<file path="src/rtl/rom_arbiter_if.sv">
// Purpose: single-beat read bus between a requester and a ROM-style responder.
// Latency: none of its own; data/ready/err are combinational from the responder.
// Backpressure: the requester holds valid/addr stable until ready is seen.
// Signals: addr/valid flow requester->responder; data/ready/err flow back.
// The master modport omits err because the memory slave never reports errors.
interface rom_arbiter_if;
  logic [31:0] addr;
  logic        valid;
  logic [31:0] data;
  logic        ready;
  logic        err;

  // Requester side (the arbiter's view of the memory slave).
  modport master (
    output addr,
    output valid,
    input  data,
    input  ready
  );

  // Responder side (the arbiter's view of each core port).
  modport slave (
    input  addr,
    input  valid,
    output data,
    output ready,
    output err
  );
endinterface

</file>
<file path="src/rtl/rom_arbiter.sv">
// Purpose: round-robin arbiter sharing one ROM-style read port between fetch (m0) and load (m1).
// Latency: zero cycles with a ready slave; otherwise the slave's wait states, capped at TIMEOUT.
// Backpressure: a granted master is locked until s.ready or the watchdog fires; the other sees ready=0.
// Ports: clk, reset_n (sync, active-low); m0/m1 core-side request ports; s memory-side port.
// Params: TIMEOUT stall cycles before a locked transaction ends with err; ERR_DATA returned then.
module rom_arbiter #(
  parameter int          TIMEOUT  = 16,
  parameter logic [31:0] ERR_DATA = 32'h0000_0013
) (
  input  logic          clk,
  input  logic          reset_n,
  rom_arbiter_if.slave  m0,
  rom_arbiter_if.slave  m1,
  rom_arbiter_if.master s
);

  localparam int CW = $clog2(TIMEOUT + 1);

  localparam logic [1:0] IDLE  = 2'd0;
  localparam logic [1:0] LOCK0 = 2'd1;
  localparam logic [1:0] LOCK1 = 2'd2;

  logic [1:0]    state;
  logic          last;
  logic [CW-1:0] cnt;

  logic any_req;
  logic win;
  logic sel;
  logic locked;
  logic busy;
  logic timed_out;
  logic finish;

  always_comb begin
    any_req = m0.valid | m1.valid;
    // On a tie the master that did not complete last wins; otherwise whoever asks.
    if (m0.valid && m1.valid) win = ~last;
    else                      win = m1.valid;

    locked = (state == LOCK0) || (state == LOCK1);

    // sel picks the master that owns the slave port this cycle. It rests on m0
    // when idle or in reset so s.addr defaults to m0's address.
    sel = 1'b0;
    if (reset_n) begin
      case (state)
        LOCK0:   sel = 1'b0;
        LOCK1:   sel = 1'b1;
        default: sel = win;
      endcase
    end

    busy      = reset_n && (locked || any_req);
    // A slave response in the same cycle as the deadline takes priority.
    timed_out = reset_n && locked && !s.ready && (cnt == CW'(TIMEOUT));
    finish    = busy && (s.ready || timed_out);
  end

  assign s.valid = busy;
  assign s.addr  = sel ? m1.addr : m0.addr;

  assign m0.ready = finish && !sel;
  assign m0.err   = timed_out && !sel;
  assign m0.data  = (timed_out && !sel) ? ERR_DATA : s.data;

  assign m1.ready = finish && sel;
  assign m1.err   = timed_out && sel;
  assign m1.data  = (timed_out && sel) ? ERR_DATA : s.data;

  always_ff @(posedge clk) begin
    if (!reset_n) begin
      state <= IDLE;
      last  <= 1'b1;
      cnt   <= '0;
    end else begin
      case (state)
        IDLE: begin
          if (any_req) begin
            if (s.ready) begin
              last <= win;
            end else begin
              state <= win ? LOCK1 : LOCK0;
              cnt   <= CW'(1);
            end
          end
        end
        LOCK0, LOCK1: begin
          // The locked master's valid is deliberately ignored here; a master that
          // drops it early still gets its transaction run to completion.
          if (s.ready || timed_out) begin
            last  <= (state == LOCK1);
            cnt   <= '0;
            state <= IDLE;
          end else begin
            cnt <= cnt + CW'(1);
          end
        end
        default: begin
          state <= IDLE;
          cnt   <= '0;
        end
      endcase
    end
  end

endmodule

</file>
<file path="src/flat_wrapper.sv">
// flat-port wrapper written by rule: the top's interface ports become plain ports
module rom_arbiter_flat 
#(
  parameter int          TIMEOUT  = 16,
  parameter logic [31:0] ERR_DATA = 32'h0000_0013
)
  (clk, reset_n, m0_addr, m0_valid, m0_data, m0_ready, m0_err, m1_addr, m1_valid, m1_data, m1_ready, m1_err, s_addr, s_valid, s_data, s_ready);
  rom_arbiter_if m0_i ();
  rom_arbiter_if m1_i ();
  rom_arbiter_if s_i ();
  input  logic clk;
  input  logic reset_n;
  input wire logic [$bits(m0_i.addr)-1:0] m0_addr;
  input wire logic [$bits(m0_i.valid)-1:0] m0_valid;
  output wire logic [$bits(m0_i.data)-1:0] m0_data;
  output wire logic [$bits(m0_i.ready)-1:0] m0_ready;
  output wire logic [$bits(m0_i.err)-1:0] m0_err;
  input wire logic [$bits(m1_i.addr)-1:0] m1_addr;
  input wire logic [$bits(m1_i.valid)-1:0] m1_valid;
  output wire logic [$bits(m1_i.data)-1:0] m1_data;
  output wire logic [$bits(m1_i.ready)-1:0] m1_ready;
  output wire logic [$bits(m1_i.err)-1:0] m1_err;
  output wire logic [$bits(s_i.addr)-1:0] s_addr;
  output wire logic [$bits(s_i.valid)-1:0] s_valid;
  input wire logic [$bits(s_i.data)-1:0] s_data;
  input wire logic [$bits(s_i.ready)-1:0] s_ready;
  assign m0_i.addr = m0_addr;
  assign m0_i.valid = m0_valid;
  assign m0_data = m0_i.data;
  assign m0_ready = m0_i.ready;
  assign m0_err = m0_i.err;
  assign m1_i.addr = m1_addr;
  assign m1_i.valid = m1_valid;
  assign m1_data = m1_i.data;
  assign m1_ready = m1_i.ready;
  assign m1_err = m1_i.err;
  assign s_addr = s_i.addr;
  assign s_valid = s_i.valid;
  assign s_i.data = s_data;
  assign s_i.ready = s_ready;
  rom_arbiter #(.TIMEOUT(TIMEOUT), .ERR_DATA(ERR_DATA)) u_core (.clk(clk), .reset_n(reset_n), .m0(m0_i), .m1(m1_i), .s(s_i));
endmodule
</file>
<file path="config.mk">
export PLATFORM = sky130hd
export DESIGN_NAME = rom_arbiter_flat
export DESIGN_NICKNAME = d
export VERILOG_FILES = /design/src/rtl/rom_arbiter_if.sv /design/src/rtl/rom_arbiter.sv /design/src/flat_wrapper.sv
export SDC_FILE = /design/constraint.sdc
export NUM_CORES = 1
export LEC_CHECK = 0
export CAP_MARGIN = 0
export CORE_UTILIZATION = 25
export DETAILED_ROUTE_END_ITERATION = 10
export HOLD_SLACK_MARGIN = 0.06
export PLACE_DENSITY = 0.85
export SKIP_LAST_GASP = 1
export SLEW_MARGIN = 30
export SYNTH_ARGS = -nofsm -noshare
export SYNTH_HDL_FRONTEND = slang
export SYNTH_SLANG_ARGS = --single-unit
</file>
<file path="constraint.sdc">
create_clock -name clk -period 3.3 [get_ports clk]
set_clock_uncertainty 0.05 [all_clocks]
set_input_delay 0.825 -clock clk [delete_from_list [all_inputs] [get_ports clk]]
set_output_delay 0.825 -clock clk [all_outputs]
set_load 0.01 [all_outputs]
</file>
==> results of run 1 <==
## path summary, 6_finish.rpt
kind	start	end	slack [ns]	depth (start not counted)
setup / recovery	m1_valid	m1_data[4]	0.03	8
hold reg to reg	u_core.cnt[1]	u_core.cnt[1]	0.44	2
setup reg to reg	u_core.state[1]	u_core.cnt[2]	1.20	7
hold / removal	u_core.cnt[1]	u_core.cnt[1]	0.44	2
## cell usage after synthesis (3+ instances only)
master / instances / area (sq um)
sky130_fd_sc_hd__nand3_1: 7 / 35.0
sky130_fd_sc_hd__nand2b_1: 4 / 25.0
sky130_fd_sc_hd__buf_2: 4 / 20.0
sky130_fd_sc_hd__or2_2: 3 / 18.8
sky130_fd_sc_hd__and2_1: 31 / 194
sky130_fd_sc_hd__ha_1: 5 / 62.6
sky130_fd_sc_hd__nand2_1: 12 / 45.0
sky130_fd_sc_hd__dfxtp_1: 8 / 160
sky130_fd_sc_hd__nor2b_1: 31 / 194
sky130_fd_sc_hd__a31oi_1: 3 / 18.8
sky130_fd_sc_hd__nor2_1: 4 / 15.0
sky130_fd_sc_hd__clkbuf_1: 3 / 11.3
sky130_fd_sc_hd__inv_1: 5 / 18.8
sky130_fd_sc_hd__a21oi_1: 4 / 20.0
sky130_fd_sc_hd__mux2_2: 32 / 360
sky130_fd_sc_hd__a211oi_1: 3 / 22.5
sky130_fd_sc_hd__buf_6: 3 / 33.8
## routing by layer
layer / share of wire, % / vias to the layer above
li1: - / 1104
met1: 33 / 1082
met2: 54 / 161
met3: 9.9 / 20
met4: 3.0 / 0
met5: 0 / -
## report_power, final
group | total [mW] | internal, mW | switching, mW
logic | 0.466 | 0.286 | 0.179
registers | 0.107 | 0.102 | 0.00461
clock network | 0.125 | 0.0796 | 0.0454
total | 0.697 | 0.468 | 0.229
## area by class of cell
| class | count | area (sq um) |
|---|---|---|
| Clock buffer | 3 | 41.3 |
| Fill cell | 456 | 1700 |
| Timing Repair Buffer | 235 | 2210 |
| Sequential cell | 8 | 160 |
| Inverter | 6 | 23.8 |
| Multi-Input combinational cell | 163 | 1310 |
| Tap cell | 72 | 90.1 |
## critical path: stages
cell and delay, ns:
sky130_fd_sc_hd__buf_2 0.09, sky130_fd_sc_hd__a21bo_4 0.23, sky130_fd_sc_hd__o21ai_4 0.18, sky130_fd_sc_hd__buf_6 0.13, sky130_fd_sc_hd__or4b_4 0.49, sky130_fd_sc_hd__buf_4 0.16
sky130_fd_sc_hd__nand2b_1 0.06, sky130_fd_sc_hd__clkdlybuf4s15_2 0.22
## logic make-up after synthesis
family	synth area share, %
flops	11.1
buf+inv	6.33
simple gates	41.8
compound gates	11.5
mux	25.0
fa+ha+maj	4.33
## through the flow
stage          instances  setup TNS, ns  hold WS, ns  cell area (sq um)  setup slack [ns]
2_1_floorplan        185              0        0.399               1440             0.284
3_3_place_gp         466         -43.88        0.415               3680            -0.543
3_5_place_dp         466         -47.59        0.429               3680            -0.585
4_1_cts              487       -0.00746        0.437               3760          -0.00483
5_1_grt              487        -0.0764        0.460               3840           -0.0588
6_report             487              0        0.440               3840            0.0287
## flip-flops by register name, indices dropped and copies added, names as in the netlist
signal / cells
u_core.cnt: 5
u_core.last: 1
u_core.state: 2
## repair_timing
action,CTS,global route
hold buffers,0,0
pin swaps,6,2
buffers inserted,14,0
setup endpoints to repair,100,68
endpoints found under the hold margin,0,0
gates cloned,4,0
resized for setup,220,23
==> flow_summary_export.csv, run 1 <==
group,metric,value,unit
drt,routed_wl,7710,um
timing,slew_viol_final,0,
drt,detail_route.wl_per_cell,15.8,um
timing,slew-limit-headroom,55.0,%
cells_and_area,finalNetCount,523,
logic_synthesis,synth-seq-area-share,11.1,%
logic_synthesis,yosys_most_used_dff,"sky130_fd_sc_hd__dfxtp_1",
floorplanning,coreArea,5540,sq um
timing,max_slew.worst_pin.slew,0.671,ns
logic_synthesis,netlist_area,1440,sq um
worst_setup_path,critPathArrivalTime,2.40,ns
grt,largest_net_degree_at_the_start_of_global_routing,18,
logic_synthesis,yosys_register_bits,8,
timing,fmax,306,MHz
grt,grt_pass1_vias,2358,
drt,dr.first_iter.drc_count,82,
cells_and_area,final_common_cell,"sky130_fd_sc_hd__clkdlybuf4s50_1",
floorplanning,ioPinCount,202,
drt,firstDrtPassIters,4,
logic_synthesis,post_synth.cell_area_avg,7.80,sq um
worst_setup_path,critPathKind,"primary input to primary output",
cells_and_area,finished_core_util,69.3,%
grt,track_usage,24.2,%
floorplanning,dieWidth,78.0,um
cells_and_area,most-common-layout-cells,"sky130_fd_sc_hd__clkdlybuf4s50_1 (98), sky130_fd_sc_hd__dlygate4sd2_1 (65), sky130_fd_sc_hd__mux2_2 (32)",
clock_tree,cts_inserted_buffers,3,
worst_setup_path,worst_setup_path_start_kind,"primary input",
clock_tree,cts.htree.levels,1,
drt,route.vias.total,2367,
grt,grt_first_pass_wirelength,11500,um
logic_synthesis,synth_edf_count,0,
logic_synthesis,yosysWarningCount,0,
drt,post_drt_via_cell_ratio,4.86,
drt,drc,0,
flow_run,drv_cap,0,
clock_tree,cts_tree,"done",
floorplanning,rows,27,
place,hpwlAfterDp,5510,um
worst_setup_path,crit_fanout,3,
run_status,status,"completed",
grt,met3_usage,7.41,%
clock_tree,clock_latency,0.24,ns
grt,grt.overflow.total,0,
timing,fin_crit,3.27,ns
floorplanning,die_area,6080,sq um
clock_tree,cts.sink_count,8,
clock_tree,clk_transition_reported_paths,0.05,ns
logic_synthesis,synth_fp_nets,291,
clock_tree,clk_root_buffer_cell,"sky130_fd_sc_hd__clkbuf_8",
floorplanning,floorplan.initialDensity,26.1,%
logic_synthesis,synth_cell_type_count,37,
place,finalWeightedCongestion,0.844,
power,total_leakage_power,1.73,nW
timing,fin_crit_sh,99.1,%
clock_tree,clock_path_buffers,2,
floorplanning,floorplan.die.height,78.0,um
cells_and_area,area_growth_syn_to_layout,166,%
cells_and_area,post_route_cells_drive_above_1_share,31.1,%
grt,gr-max-usage-layer,"met2",
power,power,0.697,mW
worst_setup_path,timing.critical_path.to_type,"primary output",
grt,grt_use_met1,22.6,%
grt,globalRouteMet2Util,48.1,%
cells_and_area,antennaDiodeCount,0,
grt,antenna_found_initial,0,
power,p_per_area,182,nW/um^2
logic_synthesis,syn_inst,185,
timing,final-hold-violation-count,0,
power,power.ir.vdd_worst,0.117,mV
logic_synthesis,async_reset_ff_share,0,%
drt,detail-route-antenna-nets,0,
timing,setup-violations-final,0,
timing,rsz0062_at_grt,"true",
worst_hold_path,worst_hold_path_type,"register to register",
worst_setup_path,worst_endpoint_required_time,2.42,ns
place,port_buffers,201,
(Power assumes the default switching activity.)
==> inputs of run 2 (changes only) <==
TNS_END_PERCENT = 50   (was default)
==> run 2 against run 1 <==
The flow now finishes with violations (setup timing). Combinational power fell by 1%. Non-clock buffer count did not move. Global-route usage fell by 0.20 points. Utilization fell by 0.38 points. Critical path type unchanged. Largest power group unchanged.
==> flow_summary_export.csv, run 2 (synthesis gave the netlist of run 1 again) <==
group,metric,value,unit
drt,firstDrtPassIters,4,
power,power.ir.vdd_worst,0.119,mV
drt,routed_wl,7580,um
worst_setup_path,worst_endpoint_required_time,2.42,ns
worst_setup_path,critPathKind,"primary input to primary output",
cells_and_area,finished_core_util,68.9,%
timing,setup-violations-final,1,
cells_and_area,filler_cell_count,468,
grt,antenna_found_initial,0,
worst_setup_path,crit_fanout,5,
cells_and_area,post_route_cells_drive_above_1_share,30.8,%
flow_run,drv_cap,0,
place,port_buffers,201,
place,hpwlAfterDp,5510,um
power,total_leakage_power,1.72,nW
drt,drc,0,
clock_tree,clock_path_buffers,2,
power,p_per_area,182,nW/um^2
clock_tree,cts.htree.levels,1,
grt,largest_net_degree_at_the_start_of_global_routing,18,
drt,post_drt_via_cell_ratio,4.79,
clock_tree,cts.sink_count,8,
timing,slew-limit-headroom,55.6,%
timing,fin_crit_sh,100,%
worst_hold_path,hold_depth,2,
timing,final-hold-violation-count,0,
timing,rsz0062_at_grt,"true",
timing,tns,-0.000657,ns
cells_and_area,registers.top_by_ff_count,"u_core.cnt",
floorplanning,ioPinCount,202,
cells_and_area,layout_top_registers,"u_core.cnt (5), u_core.state (2), u_core.last (1)",
worst_setup_path,regToRegStartpoint,"u_core.state[1]",
floorplanning,die_area,6080,sq um
floorplanning,rows,27,
worst_setup_path,r2r-end,"u_core.cnt[2]",
worst_setup_path,crit_start,"reset_n",
grt,grt.overflow.total,0,
timing,fin_crit,3.30,ns
clock_tree,cts_tree,"done",
cells_and_area,multi_input_area,1310,sq um
worst_setup_path,cpMaxStageDelayCell,"sky130_fd_sc_hd__or4b_4",
cells_and_area,sequential_area,160,sq um
clock_tree,cts_inserted_buffers,3,
timing,fmax,303,MHz
timing,final_critical_path_setup_slack,-0.000657,ns
worst_setup_path,path_cells,"clkdlybuf4s15_1 > and2_4 > nand2_2 > or4b_4 > buf_6 > and2_1 > buf_2",
grt,track_usage,24.0,%
worst_setup_path,critPathArrivalTime,2.43,ns
power,power,0.693,mW
worst_setup_path,setup.reg_to_reg.worst_slack,1.20,ns
grt,grt_first_pass_wirelength,11400,um
worst_hold_path,whs_endpoint,"u_core.cnt[1]",
timing,max_slew.worst_pin.slew,0.662,ns
floorplanning,floorplan.initialDensity,26.1,%
timing,slew_viol_final,0,
run_status,status,"finished with violations",
place,finalWeightedCongestion,0.844,
drt,route.vias.total,2333,
cells_and_area,most-common-layout-cells,"sky130_fd_sc_hd__clkdlybuf4s50_1 (98), sky130_fd_sc_hd__dlygate4sd2_1 (65), sky130_fd_sc_hd__mux2_2 (32)",
worst_setup_path,worst_setup_path_start_kind,"primary input",
clock_tree,clk_root_buffer_cell,"sky130_fd_sc_hd__clkbuf_8",
drt,detail-route-antenna-nets,0,
cells_and_area,antennaDiodeCount,0,
cells_and_area,finalNetCount,523,
worst_hold_path,min_from,"u_core.cnt[1]",
floorplanning,floorplan.die.height,78.0,um
floorplanning,dieWidth,78.0,um
cells_and_area,final_common_cell,"sky130_fd_sc_hd__clkdlybuf4s50_1",
clock_tree,clock_latency,0.24,ns
cells_and_area,max_ffs_per_register,5,
worst_hold_path,worst_hold_path_type,"register to register",
worst_setup_path,max_incr_delay_on_cp,0.62,ns
floorplanning,coreArea,5540,sq um
drt,detail_route.wl_per_cell,15.6,um
run_status,violations_in_the_final_reports,"setup timing",
drt,dr.first_iter.drc_count,93,
cells_and_area,area_growth_syn_to_layout,164,%
worst_setup_path,timing.critical_path.to_type,"primary output",
worst_setup_path,critical_path.n_buffers_inverters,3,
clock_tree,post_cts_hold_buffer_count,0,
clock_tree,clk_transition_reported_paths,0.05,ns
grt,grt_pass1_vias,2366,
worst_setup_path,worst_path_dominant_cell_family,"simple AND/OR/NAND/NOR gates",
worst_setup_path,timing.reg2reg.worst_path_depth,7,
[run 2: cell count changes in the layout (fill, tap and decap cells not counted)]
cell | before | now
sky130_fd_sc_hd__and2_4 | 13 | 12
sky130_fd_sc_hd__and2_1 | 18 | 19
sky130_fd_sc_hd__clkdlybuf4s15_2 | 1 | 0
sky130_fd_sc_hd__buf_2 | 20 | 23
sky130_fd_sc_hd__buf_6 | 20 | 18
[run 2: cell type report]
| cell class | instances | area share (%) |
|---|---|---|
| Clock buffer | 3 | 1.08 |
| Sequential cell | 8 | 4.20 |
| Timing Repair Buffer | 235 | 57.5 |
| Multi-Input combinational cell | 163 | 34.2 |
| Inverter | 6 | 0.623 |
| Tap cell | 72 | 2.36 |
[run 2: worst register-to-register path, stage by stage, from the launching register on]
cell and delay (ns):
sky130_fd_sc_hd__dfxtp_1 0.38, sky130_fd_sc_hd__inv_1 0.10, sky130_fd_sc_hd__ha_4 0.33, sky130_fd_sc_hd__nand2b_4 0.09, sky130_fd_sc_hd__buf_6 0.14, sky130_fd_sc_hd__a211oi_1 0.57, sky130_fd_sc_hd__nand4b_1 0.19, sky130_fd_sc_hd__a31oi_1 0.18
[run 2: through the flow]
step / hold slack, ns / instance area [sq um] / setup WS, ns / cells
final: 0.439 / 3820 / -0.000657 / 487
after global routing: 0.460 / 3820 / -0.0435 / 487
after CTS: 0.437 / 3760 / -0.0211 / 487
after detailed placement: 0.429 / 3680 / -0.585 / 466
after global placement: 0.415 / 3680 / -0.543 / 466
after floorplan: 0.399 / 1440 / 0.284 / 185
[run 2: where the power goes]
part / internal (mW) / leakage [nW] / switching (mW)
Combinational: 0.284 / 1.63 / 0.177
Clock: 0.0797 / 0.0216 / 0.0464
Sequential: 0.102 / 0.0651 / 0.00450
[run 2: metal layers]
layer  global-route usage [%]  share of wire [%]  up-vias  wire (um)
met5                        0                  0        -          0
met4                     9.26                2.7        0        206
met3                     6.94                9.9       18        754
met2                     47.8                 54      146       4110
met1                     22.7                 33     1065       2520
li1                         -                  -     1104          -
[run 2: what timing repair did]
action                                 in CTS  in global routing
endpoints found under the hold margin       0                  0
buffers inserted                           14                  0
gates cloned                                4                  0
setup endpoints to repair                 100                 76
pin swaps                                   6                  1
resized for setup                         218                 23
[run 2: worst max path at each step]
stage | end | slack, ns | depth (start not counted)
5_1_grt | m1_ready | -0.04 | 7
4_1_cts | m0_data[0] | -0.02 | 8
3_5_place_dp | m1_data[16] | -0.58 | 6
2_1_floorplan | m1_data[10] | 0.28 | 6
3_3_place_gp | m1_data[26] | -0.54 | 6
6_report | m1_data[16] | -0.0007 | 7
==> inputs of run 3 (changes only) <==
TNS_END_PERCENT = default   (was 50)
==> results of run 3 <==
Final layout, timing and power as in run 1 (identical DEF).
